[src/rtl/spi_pkg.sv]
`default_nettype none
// ============================================================================
// Module   : spi_pkg
// Purpose  : Shared constants and helpers for the multi-mode SPI master:
//            FSM state encoding, SPI mode encodings and chip-select width.
// Revision : 1.0 - initial release
// ============================================================================
package spi_pkg;

    // FSM state encoding
    localparam logic [1:0] c_ST_IDLE  = 2'd0;
    localparam logic [1:0] c_ST_SETUP = 2'd1;
    localparam logic [1:0] c_ST_SHIFT = 2'd2;
    localparam logic [1:0] c_ST_HOLD  = 2'd3;

    // SPI modes encoded as {cpol, cpha}
    localparam logic [1:0] c_SPI_MODE0 = 2'b00;
    localparam logic [1:0] c_SPI_MODE1 = 2'b01;
    localparam logic [1:0] c_SPI_MODE2 = 2'b10;
    localparam logic [1:0] c_SPI_MODE3 = 2'b11;

    // Width of the chip-select index bus; never narrower than one bit
    function automatic int cs_width(input int n);
        return (n <= 1) ? 1 : $clog2(n);
    endfunction

endpackage
`default_nettype wire

[src/rtl/spi_clk_gen.sv]
`default_nettype none
// ============================================================================
// Module   : spi_clk_gen
// Purpose  : SCLK half-period timer. Counts the latched divider down and
//            emits a one-cycle strobe on the last cycle of each half-period,
//            plus a flag telling whether the next SHIFT strobe is a leading
//            edge.
// Revision : 1.0 - initial release
// ============================================================================
module spi_clk_gen #(
    parameter int DIV_WIDTH = 8
) (
    input  logic                 clk,
    input  logic                 rst,
    input  logic                 i_start,     // transfer accepted this cycle
    input  logic                 i_en,        // SETUP/SHIFT/HOLD active
    input  logic                 i_shift,     // SHIFT active (edges alternate)
    input  logic [DIV_WIDTH-1:0] i_clk_div,
    output logic                 o_half_tick,
    output logic                 o_lead
);

    logic [DIV_WIDTH-1:0] r_div;
    logic [DIV_WIDTH-1:0] r_cnt;
    logic                 r_phase;

    assign o_half_tick = i_en && (r_cnt == '0);
    assign o_lead      = ~r_phase;

    // Down-counter reloads with the latched divider at every half-period end
    always_ff @(posedge clk) begin
        if (rst) begin
            r_div   <= '0;
            r_cnt   <= '0;
            r_phase <= 1'b0;
        end else if (i_start) begin
            r_div   <= i_clk_div;
            r_cnt   <= i_clk_div;
            r_phase <= 1'b0;
        end else if (i_en) begin
            if (r_cnt == '0) begin
                r_cnt <= r_div;
                if (i_shift) begin
                    r_phase <= ~r_phase;
                end
            end else begin
                r_cnt <= r_cnt - 1'b1;
            end
        end
    end

endmodule
`default_nettype wire

[src/rtl/spi_master_multi.sv]
`default_nettype none
// ============================================================================
// Module   : spi_master_multi
// Purpose  : SPI master, all four CPOL/CPHA modes per transfer, runtime
//            SCLK divider, one-hot active-low chip selects, MSB first,
//            valid/ready request side and one-cycle rx_valid result pulse.
// Revision : 1.0 - initial release
// ============================================================================
module spi_master_multi
    import spi_pkg::*;
#(
    parameter int DATA_WIDTH = 8,
    parameter int NUM_CS     = 4,
    parameter int DIV_WIDTH  = 8,
    parameter int CS_SEL_W   = cs_width(NUM_CS)
) (
    input  logic                  clk,
    input  logic                  rst,
    input  logic [DATA_WIDTH-1:0] i_tx_data,
    input  logic                  i_tx_valid,
    output logic                  o_tx_ready,
    input  logic [CS_SEL_W-1:0]   i_cs_sel,
    input  logic                  i_cpol,
    input  logic                  i_cpha,
    input  logic [DIV_WIDTH-1:0]  i_clk_div,
    output logic [DATA_WIDTH-1:0] o_rx_data,
    output logic                  o_rx_valid,
    output logic                  o_busy,
    output logic                  o_spi_clk,
    output logic                  o_spi_mosi,
    input  logic                  i_spi_miso,
    output logic [NUM_CS-1:0]     o_spi_cs_n
);

    localparam int c_BCNT_W = $clog2(DATA_WIDTH) + 1;

    logic [1:0]            r_state;
    logic [DATA_WIDTH-1:0] r_tx;
    logic [DATA_WIDTH-1:0] r_rx;
    logic [DATA_WIDTH-1:0] r_rx_data;
    logic [c_BCNT_W-1:0]   r_bit_cnt;
    logic [NUM_CS-1:0]     r_cs_n;
    logic                  r_cpha;
    logic                  r_sclk;
    logic                  r_mosi;
    logic                  r_ready;
    logic                  r_rx_valid;

    logic                  w_accept;
    logic                  w_tick;
    logic                  w_lead;
    logic                  w_last;
    logic [NUM_CS-1:0]     w_cs_dec;

    assign w_accept   = i_tx_valid && r_ready;
    assign w_last     = (r_bit_cnt == c_BCNT_W'(DATA_WIDTH - 1));

    assign o_tx_ready = r_ready;
    assign o_busy     = ~r_ready;
    assign o_rx_data  = r_rx_data;
    assign o_rx_valid = r_rx_valid;
    assign o_spi_clk  = r_sclk;
    assign o_spi_mosi = r_mosi;
    assign o_spi_cs_n = r_cs_n;

    // Out-of-range selects match no line, so every CS stays high
    generate
        for (genvar gi = 0; gi < NUM_CS; gi++) begin : g_cs_dec
            assign w_cs_dec[gi] = (i_cs_sel != CS_SEL_W'(gi));
        end
    endgenerate

    spi_clk_gen #(
        .DIV_WIDTH (DIV_WIDTH)
    ) u_clk_gen (
        .clk         (clk),
        .rst         (rst),
        .i_start     (w_accept),
        .i_en        (r_state != c_ST_IDLE),
        .i_shift     (r_state == c_ST_SHIFT),
        .i_clk_div   (i_clk_div),
        .o_half_tick (w_tick),
        .o_lead      (w_lead)
    );

    // Transfer sequencer: accept, setup, 2*DATA_WIDTH SCLK edges, hold
    always_ff @(posedge clk) begin
        if (rst) begin
            r_state    <= c_ST_IDLE;
            r_tx       <= '0;
            r_rx       <= '0;
            r_rx_data  <= '0;
            r_bit_cnt  <= '0;
            r_cs_n     <= '1;
            r_cpha     <= 1'b0;
            r_sclk     <= 1'b0;
            r_mosi     <= 1'b0;
            r_ready    <= 1'b1;
            r_rx_valid <= 1'b0;
        end else begin
            r_rx_valid <= 1'b0;
            case (r_state)
                c_ST_IDLE: begin
                    if (w_accept) begin
                        r_state   <= c_ST_SETUP;
                        r_ready   <= 1'b0;
                        r_cpha    <= i_cpha;
                        r_sclk    <= i_cpol;
                        r_cs_n    <= w_cs_dec;
                        r_bit_cnt <= '0;
                        if (!i_cpha) begin
                            // MSB must be valid before the first (sampling) edge
                            r_mosi <= i_tx_data[DATA_WIDTH-1];
                            r_tx   <= {i_tx_data[DATA_WIDTH-2:0], 1'b0};
                        end else begin
                            r_tx   <= i_tx_data;
                        end
                    end
                end
                c_ST_SETUP: begin
                    if (w_tick) begin
                        r_state <= c_ST_SHIFT;
                    end
                end
                c_ST_SHIFT: begin
                    if (w_tick) begin
                        r_sclk <= ~r_sclk;
                        if (w_lead) begin
                            if (!r_cpha) begin
                                r_rx <= {r_rx[DATA_WIDTH-2:0], i_spi_miso};
                            end else begin
                                r_mosi <= r_tx[DATA_WIDTH-1];
                                r_tx   <= {r_tx[DATA_WIDTH-2:0], 1'b0};
                            end
                        end else begin
                            if (r_cpha) begin
                                r_rx <= {r_rx[DATA_WIDTH-2:0], i_spi_miso};
                            end else if (!w_last) begin
                                // The final trailing edge leaves MOSI untouched
                                r_mosi <= r_tx[DATA_WIDTH-1];
                                r_tx   <= {r_tx[DATA_WIDTH-2:0], 1'b0};
                            end
                            r_bit_cnt <= r_bit_cnt + c_BCNT_W'(1);
                            if (w_last) begin
                                r_state <= c_ST_HOLD;
                            end
                        end
                    end
                end
                c_ST_HOLD: begin
                    if (w_tick) begin
                        r_state    <= c_ST_IDLE;
                        r_ready    <= 1'b1;
                        r_cs_n     <= '1;
                        r_rx_valid <= 1'b1;
                        r_rx_data  <= r_rx;
                    end
                end
                default: begin
                    r_state <= c_ST_IDLE;
                end
            endcase
        end
    end

endmodule
`default_nettype wire

[config.mk]
export PLATFORM = sky130hd
export DESIGN_NAME = spi_master_multi
export DESIGN_NICKNAME = d
export VERILOG_FILES = /design/src/rtl/spi_pkg.sv /design/src/rtl/spi_clk_gen.sv /design/src/rtl/spi_master_multi.sv
export SDC_FILE = /design/constraint.sdc
export NUM_CORES = 1
export LEC_CHECK = 0
export BUFFER_PORTS_ARGS = -buffer_cell sky130_fd_sc_hd__buf_2
export CAP_MARGIN = 10
export CORE_ASPECT_RATIO = 0.5
export CORE_UTILIZATION = 53
export CTS_BUF_LIST = sky130_fd_sc_hd__clkbuf_4 sky130_fd_sc_hd__clkbuf_8
export DETAILED_ROUTE_END_ITERATION = 7
export HOLD_SLACK_MARGIN = 0.05
export PLACE_DENSITY = 0.81
export SLEW_MARGIN = 20
export SYNTH_ARGS = -nofsm -noshare
export SYNTH_HDL_FRONTEND = slang
export SYNTH_SLANG_ARGS = --single-unit
export TNS_END_PERCENT = 50
[constraint.sdc]
create_clock -name clk -period 3.14 [get_ports clk]
set_input_delay 0.785 -clock clk [delete_from_list [all_inputs] [get_ports clk]]
set_output_delay 0.785 -clock clk [all_outputs]
set_load 0.05 [all_outputs]
Word-level counts from Yosys, hierarchy flattened
Cells that the tools add are included.

word-level totals
  bits in registers = 56
  bits in latches = 0
  memory bits (writable) = 0
  memory bits (read-only) = 0
  bits of input ports = 24
  word-level logic and storage cells = 103
  memories = 0

cells by class
  add/sub/neg operators = 2
  multipliers = 0
  div/mod/pow operators = 0
  order comparisons = 0
  equality and inequality tests = 19
  shifts and indexed selects = 0
  multiplexer cells = 43
  bitwise gates (word level) = 4
  reduce and logical (&&, ||, !) cells = 21

operators with widths
  cell                                                  number
  two-way mux 8 bit                                     13
  two-way mux 4 bit                                     5
  one-hot mux 4 bit (2 select lines)                    2
  one-hot mux 8 bit (2 select lines)                    1
  != test 2 bit (second input constant)                 7
  two-way mux 1 bit                                     12
  two-way mux 2 bit                                     6
  AND reduction 6 bit                                   2
  != test 2 x 1 -> 1 bit (second input constant)        5
  nonzero test 2 bit                                    5
  != test 3 bit (second input constant)                 3
  AND reduction 3 bit                                   3
  logical NOT 8 bit                                     1
  one-hot mux 2 bit (4 select lines)                    1
  AND reduction 4 bit                                   2
  subtractor 8 x 1 -> 8 bit (second input constant)     1
  AND reduction 7 bit                                   1
  one-hot mux 1 bit (2 select lines)                    3
  adder 4 x 1 -> 4 bit (second input constant)          1
  equality test 2 bit (second input constant)           2
  equality test 4 x 3 -> 1 bit (second input constant)  1
  NOT 1 bit                                             4
  AND reduction 2 bit                                   2
  OR reduction 2 bit                                    2
  3 further kinds                                       4

Depth between registers and ports, before layout
Gate-level depths: netlist (run 1).

  depth after elaboration = 6
  mapped depth = 8

By module
A second synthesis (run 1) with hierarchy kept.

second synthesis, totals
  cells, all modules = 334
  area, all modules = 2775.2 sq um

modules (own cells, without submodules)
  module            instances  cells each  area each (sq um)
  spi_master_multi  1          235         1868.0
  spi_clk_gen       1          99          907.1

Worst setup path before layout (run 1)
Ideal clock, no wire load.

  path type = register to register
  from = reg r_state[0]
  to = reg r_rx[0]
  library setup time = 0.128 ns
  arrival = 2.134 ns
  slack = 0.879 ns
  stages on the path, launching flop included = 9
  path buffers = 2
  cells stage by stage = dfxtp_1 -> inv_1 -> ha_1 -> clkbuf_1 -> or4b_2 -> or4_4 -> buf_6 -> mux2i_1 -> nor2_1

between the ends
  word-level cells in the longest chain between the ends = 3

ends and longest elaborated chain
  item                                      RTL line                 source
  from (decl)                               spi_master_multi.sv:37   logic [1:0] r_state;
  from (signal assigned)                    spi_master_multi.sv:89   r_state <= c_ST_IDLE;
  from (signal assigned)                    spi_master_multi.sv:105  r_state <= c_ST_SETUP;
  from (signal assigned)                    spi_master_multi.sv:122  r_state <= c_ST_SHIFT;
  nonzero test 2 bit                        spi_master_multi.sv:79   .i_en (r_state != c_ST_IDLE),
  logical AND 1 bit                         spi_clk_gen.sv:27        assign o_half_tick = i_en && (r_cnt == '0);
  AND reduction 4 bit (no source line) (*)  --
  to (signal assigned)                      spi_master_multi.sv:130  r_rx <= {r_rx[DATA_WIDTH-2:0], i_spi_miso};
  to (signal assigned)                      spi_master_multi.sv:137  r_rx <= {r_rx[DATA_WIDTH-2:0], i_spi_miso};
  to (decl)                                 spi_master_multi.sv:39   logic [DATA_WIDTH-1:0] r_rx;

Mark *: on every way between the ends. The rest lies on a longest branch, timed or not.
A chain may end at the register's enable or synchronous reset.

Worst setup path after layout (run 1)
  from = reg r_state[0]
  to = reg r_bit_cnt[2]

between the ends
  word-level cells in the longest chain between the ends = 4

ends and longest elaborated chain
  item                                  RTL line                 source
  nonzero test 2 bit                    spi_master_multi.sv:79
  logical AND 1 bit                     spi_clk_gen.sv:27
  != test 2 bit (no source line)        --
  AND reduction 4 bit (no source line)  --
  to (signal assigned)                  spi_master_multi.sv:143  r_bit_cnt <= r_bit_cnt + c_BCNT_W'(1);
  to (decl)                             spi_master_multi.sv:41   logic [c_BCNT_W-1:0] r_bit_cnt;

Parallel ways exist; a longest one is shown, timed or not.

==> results of run 1 <==
==> layout make-up <==
class / instances / area share [%]
clock buffer: 5 / 2.18
sequential: 56 / 35.5
multi-input combinational: 247 / 49.2
clock inverter: 3 / 1.46
timing repair buffer: 44 / 7.28
tap: 70 / 2.77
inverter: 14 / 1.66
==> cells by family (layout without fill, tap and decap cells) <==
group                    after synthesis  count (layout)  share of synthesized area (%)
AND/OR/NAND/NOR                      138             138                           23.8
XOR/XNOR                               3               3                          0.929
multiplexers                          29              29                           10.3
AO/OA/AOI/OAI                         68              68                           15.9
adder cells (fa/ha/maj)                9               9                           3.98
flip-flops                            56              56                           39.6
buffers and inverters                 35              66                           5.44
==> sequential cells by signal, summed over array words and instances, names as in the netlist, 2 cells and up <==
register	flops
o_rx_data	8
o_spi_cs_n	4
r_bit_cnt	4
r_rx	8
r_state	2
r_tx	8
u_clk_gen.r_cnt	8
u_clk_gen.r_div	8
==> worst register-to-register path, cell delays in order (launching register included) <==
cell and delay [ps]:
sky130_fd_sc_hd__dfxtp_1 400, sky130_fd_sc_hd__inv_1 90, sky130_fd_sc_hd__ha_1 220, sky130_fd_sc_hd__buf_4 220, sky130_fd_sc_hd__nor4b_1 700, sky130_fd_sc_hd__nand4_1 360, sky130_fd_sc_hd__or3_1 400, sky130_fd_sc_hd__a21oi_1 140
==> power breakdown <==
part / switching [mW] / total, mW / internal (mW)
Sequential: 0.117 / 0.952 / 0.836
Clock: 0.239 / 0.480 / 0.241
Combinational: 0.740 / 1.21 / 0.465
==> worst min-delay path by stage <==
| stage | endpoint | slack [ps] |
|---|---|---|
| 2_1_floorplan | o_rx_data[7] | 430 |
| 3_3_place_gp | o_rx_data[0] | 440 |
| 3_5_place_dp | o_rx_data[5] | 450 |
| 4_1_cts | o_rx_data[5] | 460 |
| 5_1_grt | u_clk_gen.r_div[4] | 480 |
| 6_report | o_rx_data[2] | 460 |
==> through the flow <==
stage	utilization [%]	area, µm²	instances
final	62.9	3160	439
after floorplan	-	2830	338
after global routing	62.9	3160	439
after CTS	62.9	3160	439
after detailed placement	60.6	3050	431
after global placement	60.6	3050	431
==> Yosys cell counts, types with 4 or more instances <==
master,number,area share (%)
sky130_fd_sc_hd__nand3_1,11,1.9
sky130_fd_sc_hd__o21ai_0,9,1.6
sky130_fd_sc_hd__inv_1,12,1.6
sky130_fd_sc_hd__o211ai_1,7,1.9
sky130_fd_sc_hd__ha_1,9,4.0
sky130_fd_sc_hd__mux2i_1,29,10
sky130_fd_sc_hd__dfxtp_1,56,40
sky130_fd_sc_hd__nand4_1,5,1.1
sky130_fd_sc_hd__clkbuf_1,16,2.1
sky130_fd_sc_hd__nor3_1,12,2.1
sky130_fd_sc_hd__nand2_1,59,7.8
sky130_fd_sc_hd__nor2_1,24,3.2
sky130_fd_sc_hd__nor3b_1,4,1.1
sky130_fd_sc_hd__a21oi_1,27,4.8
==> per-layer routing <==
metal	track usage [%]	wire (µm)	part of all wire, %
met4	8.92	125	2.1
met1	28.8	2800	47
met3	4.48	388	6.5
met2	39.3	2690	45
met5	0	0	0
==> results_dict.tcl, run 1 <==
set metrics [dict create \
    final_layout_size_suffix_gt1_share_pct 15.7 \
    crit_fanout 27 \
    critPathSlowestCell "sky130_fd_sc_hd__nor4b_1" \
    setup.worst_path.start_class "register" \
    placementRows 18 \
    timing.fmax_mhz 386 \
    pre_cts_setup_slack_ps 686 \
    max-slew-margin-rel_pct 45.5 \
    critPathTopFamily "simple AND/OR/NAND/NOR gates" \
    total_number_of_h_tree_levels 2 \
    finish.net_count 401 \
    synth_fp_nets 371 \
    critPathKind "register to register" \
    rr_endpoint "r_bit_cnt[2]" \
    timing.hold.ws_ps 458 \
    synth.cell_area_um2 2830 \
    critical_path_cell_count 7 \
    synth-warning-count 0 \
    post-layout-total-power_mw 2.64 \
    timing.rr.start "r_state[0]" \
    timing.critical_path.to "r_bit_cnt[2]" \
    max-clock-path-buffers 2 \
    vias 2532 \
    detail_route.vias_per_cell 5.77 \
    worst_setup_path_end_kind "register" \
    mostFrequentLayoutCells "sky130_fd_sc_hd__nand2_1 (59), sky130_fd_sc_hd__dfxtp_1 (56), sky130_fd_sc_hd__buf_2 (40)" \
    clock-root-buffer "sky130_fd_sc_hd__clkbuf_8" \
    cts_repair_resize_count 0 \
    global_route_wire_length_before_repair_mm 10.1 \
    filler_cell_count 437 \
    initial_core_util_pct 56.3 \
    fin_ws_ps 551 \
    rsz0062_at_grt "false" \
    netlist-cell-type-count 51 \
    ys_ff_latch 56 \
    crit_path_cell_trace "inv_1 -> ha_1 -> buf_4 -> nor4b_1 -> nand4_1 -> or3_1 -> a21oi_1" \
    dieArea_um2 5650 \
    run_status "complete, no violations" \
    layout_commonest_cell "sky130_fd_sc_hd__nand2_1" \
    synthesis.area_per_instance_um2 8.37 \
    multiInputGateArea_um2 1550 \
    period_share_pct 82.5 \
    antenna-diode-count 0 \
    grt_pass1_vias 2244 \
    cts_setup_buffers 0 \
    die_width_um 105 \
    leakage_nw 1.38 \
    grt_antenna_before_repair 0 \
    clkSlewWorstSetupHoldPaths_ps 100 \
    crit_path_start "r_state[0]" \
    ff2ff_path_depth 7 \
    worstSkewPairLatency_ps 310 \
    share_of_flip_flops_with_an_asynchronous_set_or_reset_pct 0 \
    area_growth_syn_to_layout_pct 11.7 \
    cp.buffers_inverters 2 \
    timing.hold.worst.class "register to register" \
    cp_data_arrival_time_ps 2840 \
    core_area_um2 5020 \
    numCtsBuffers 5 \
    setup_viol 0 \
    yosysSeqAreaShare_pct 39.6 \
    global_route.overflow_total 0 \
    synthCells 338 \
    fin_tns_setup_ps 0 \
    drv_cap 0 \
    worstHoldPathCells 2 \
    crit_path_max_cell_delay_ps 700 \
    clock-skew-final_ps 7.63 \
    peak_supply_drop_mv 0.349 \
    detail_route.first_pass.iterations 4 \
    timing.final.hold_violations 0 \
    number_of_enable_type_register_cells_in_the_synthesized_netlist 0 \
    die_y_um 53.7 \
    drt-total-wl_mm 6.00 \
    final_critical_period_ps 2590 \
    gr-usage-all-layers_pct 22.7 \
    cts_tree "done" \
    wl_per_cell_um 13.7 \
    route.antenna.remaining_nets 0 \
    drt_iter0_markers 126 \
    worst_ep_required_time_ps 3390 \
    power-per-cell-area_nw_per_um2 835 \
    port_buffers 40 \
    seqCellArea_um2 1120 \
    worst_hold_launch "o_rx_data[2]" \
    grt_max_degree 41 \
    ys.flop_type "sky130_fd_sc_hd__dfxtp_1" \
    i_o_pin_count 41 \
    report.final.slew_viol_count 0 \
    drc_errors 0 \
    post_cts_hold_buffer_count 0 \
    worst-r2r-setup-slack_ps 550 \
    finalWeightedCongestion 0.830 \
    cts.sinks 56 \
    post_dp_hpwl_mm 4.32 \
    worst-slew-pin-transition_ps 807 \
]
Power figures use the tool's default switching activity.
==> inputs of run 2 (changes only) <==
clock period = 2.6 ns   (was 3.14 ns; I/O delays follow)
==> run 2 against run 1 <==
- sequential power increased by 21%
- register-to-register slack lost 300 ps
- core utilization up 0.67 points
- fmax grew 10%
- clock skew decreased by 1.9 ps
- die area did not move
- wire length up 1.5%
- global-route usage is 0.65 points lower
- non-clock buffer count grew 5
- combinational power up 26%
- via count is 1.2% lower
- critical path depth down 1
- critical path type unchanged
- highest routed layer unchanged
==> results_dict.tcl, run 2 (synthesized netlist as in run 1, its figures left out) <==
set metrics [dict create \
    critPathTopFamily "simple AND/OR/NAND/NOR gates" \
    worst-slew-pin-transition_ps 749 \
    timing.fmax_mhz 426 \
    cts_setup_buffers 0 \
    clkSlewWorstSetupHoldPaths_ps 100 \
    period_share_pct 90.3 \
    clock-skew-final_ps 5.71 \
    power_switching_share_pct 41.1 \
    cts.sinks 56 \
    global_route_wire_length_before_repair_mm 9.72 \
    numCtsBuffers 5 \
    die_y_um 53.7 \
    power.share.sequential_pct 35.4 \
    setup_viol 0 \
    grt_pass1_vias 2086 \
    worstSkewPairLatency_ps 310 \
    wl_per_cell_um 13.7 \
    dieArea_um2 5650 \
    port_buffers 40 \
    vias 2502 \
    core_area_um2 5020 \
    grt_antenna_before_repair 0 \
    crit_path_max_cell_delay_ps 650 \
    total_number_of_h_tree_levels 2 \
    grt_max_degree 41 \
    finish.net_count 406 \
    post_cts_hold_buffer_count 0 \
    fin_tns_setup_ps 0 \
    detail_route.first_pass.iterations 5 \
    clock-root-buffer "sky130_fd_sc_hd__clkbuf_8" \
    worst_setup_path_end_kind "register" \
    antenna-diode-count 0 \
    post_dp_hpwl_mm 4.29 \
    pwr-share-clk_pct 17.6 \
    cp.buffers_inverters 1 \
    final_critical_period_ps 2350 \
    global_route.overflow_total 0 \
    cts_repair_resize_count 0 \
    gr-usage-all-layers_pct 22.0 \
    power-per-cell-area_nw_per_um2 1020 \
    place_area_um2 3080 \
    rsz0062_at_grt "false" \
    layout_commonest_cell "sky130_fd_sc_hd__nand2_1" \
    run_status "complete, no violations" \
    max-clock-path-buffers 2 \
    cellInternalPower_mw 1.91 \
    report.final.slew_viol_count 0 \
    route.antenna.remaining_nets 0 \
    max-slew-margin-rel_pct 49.9 \
    initial_core_util_pct 56.3 \
    worst_ep_required_time_ps 2800 \
    crit_fanout 8 \
    leakage_nw 1.41 \
    area_growth_syn_to_layout_pct 12.9 \
    drv_cap 0 \
    die_width_um 105 \
    finalWeightedCongestion 0.818 \
    combPwrFrac_pct 47.0 \
    critPathKind "register to register" \
    setup.worst_path.start_class "register" \
    crit_path_cell_trace "inv_1 -> ha_1 -> or4b_2 -> or4_4 -> mux2i_1 -> nor2_1" \
    cts_tree "done" \
    detail_route.vias_per_cell 5.64 \
    drc_errors 0 \
    critPathSlowestCell "sky130_fd_sc_hd__or4b_2" \
    mostFrequentLayoutCells "sky130_fd_sc_hd__nand2_1 (59), sky130_fd_sc_hd__dfxtp_1 (56), sky130_fd_sc_hd__buf_2 (40)" \
    final_layout_size_suffix_gt1_share_pct 16.8 \
    i_o_pin_count 41 \
    timing.hold.worst.class "register to register" \
    peak_supply_drop_mv 0.472 \
    stdcell_area_um2 3190 \
    cp_data_arrival_time_ps 2550 \
    timing.final.hold_violations 0 \
    drt-total-wl_mm 6.09 \
    drt_iter0_markers 175 \
    placementRows 18 \
    switching_power_mw 1.33 \
]
run 2: cell count changes in the layout (fill, tap and decap cells not counted):
cell,before,now
sky130_fd_sc_hd__buf_4,4,9
sky130_fd_sc_hd__clkinv_2,0,1
sky130_fd_sc_hd__inv_6,1,0
run 2: area by class of cell:
| type | instances | area, µm² |
|---|---|---|
| clock inverter | 3 | 42.5 |
| clock buffer | 5 | 68.8 |
| sequential | 56 | 1120 |
| fill | 431 | 1830 |
| multi-input combinational | 247 | 1550 |
| inverter | 14 | 52.6 |
| tap | 70 | 87.6 |
| timing repair buffer | 49 | 268 |
run 2: power by group through the flow:
stage / Combinational, mW / Sequential [mW] / Clock [mW]
floorplan: 1.12 / 1.20 / 0
detailed placement: 1.50 / 1.16 / 0
global placement: 1.45 / 1.15 / 0
CTS: 1.51 / 1.15 / 0.577
finish: 1.52 / 1.15 / 0.572
global route: 1.67 / 1.17 / 0.609
run 2: layer usage:
| metal | GRT usage (%) | wire length, µm |
|---|---|---|
| met1 | 28.7 | 2940 |
| met2 | 39.0 | 2770 |
| met3 | 4.12 | 343 |
| met4 | 4.93 | 36 |
| met5 | 0 | 0 |
run 2: worst register-to-register path, cell delays in order, from the launching register on:
cell and delay [ps]:
sky130_fd_sc_hd__dfxtp_1 400, sky130_fd_sc_hd__inv_1 80, sky130_fd_sc_hd__ha_1 270, sky130_fd_sc_hd__or4b_2 650
sky130_fd_sc_hd__or4_4 540, sky130_fd_sc_hd__mux2i_1 240, sky130_fd_sc_hd__nor2_1 60
run 2: path summary, 6_finish.rpt:
| kind | slack, ps | endpoint | cells past startpoint | from |
|---|---|---|---|---|
| setup reg to reg | 250 | r_rx[3] | 6 | r_state[0] |
| hold / removal | 460 | o_rx_data[2] | 2 | o_rx_data[2] |
| hold reg to reg | 460 | o_rx_data[2] | 2 | o_rx_data[2] |
| setup / recovery | 250 | r_rx[3] | 6 | r_state[0] |
run 2: per-stage QoR:
step / utilization, % / power (mW) / std cells / hold slack [ps] / setup slack [ps]
final: 63.6 / 3.25 / 444 / 458 / 252
after global routing: 63.6 / 3.45 / 444 / 472 / 149
after CTS: 63.6 / 3.23 / 444 / 457 / 250
after detailed placement: 61.4 / 2.66 / 436 / 443 / 267
after global placement: 61.4 / 2.60 / 436 / 441 / 407
after floorplan: - / 2.32 / 338 / 432 / 339
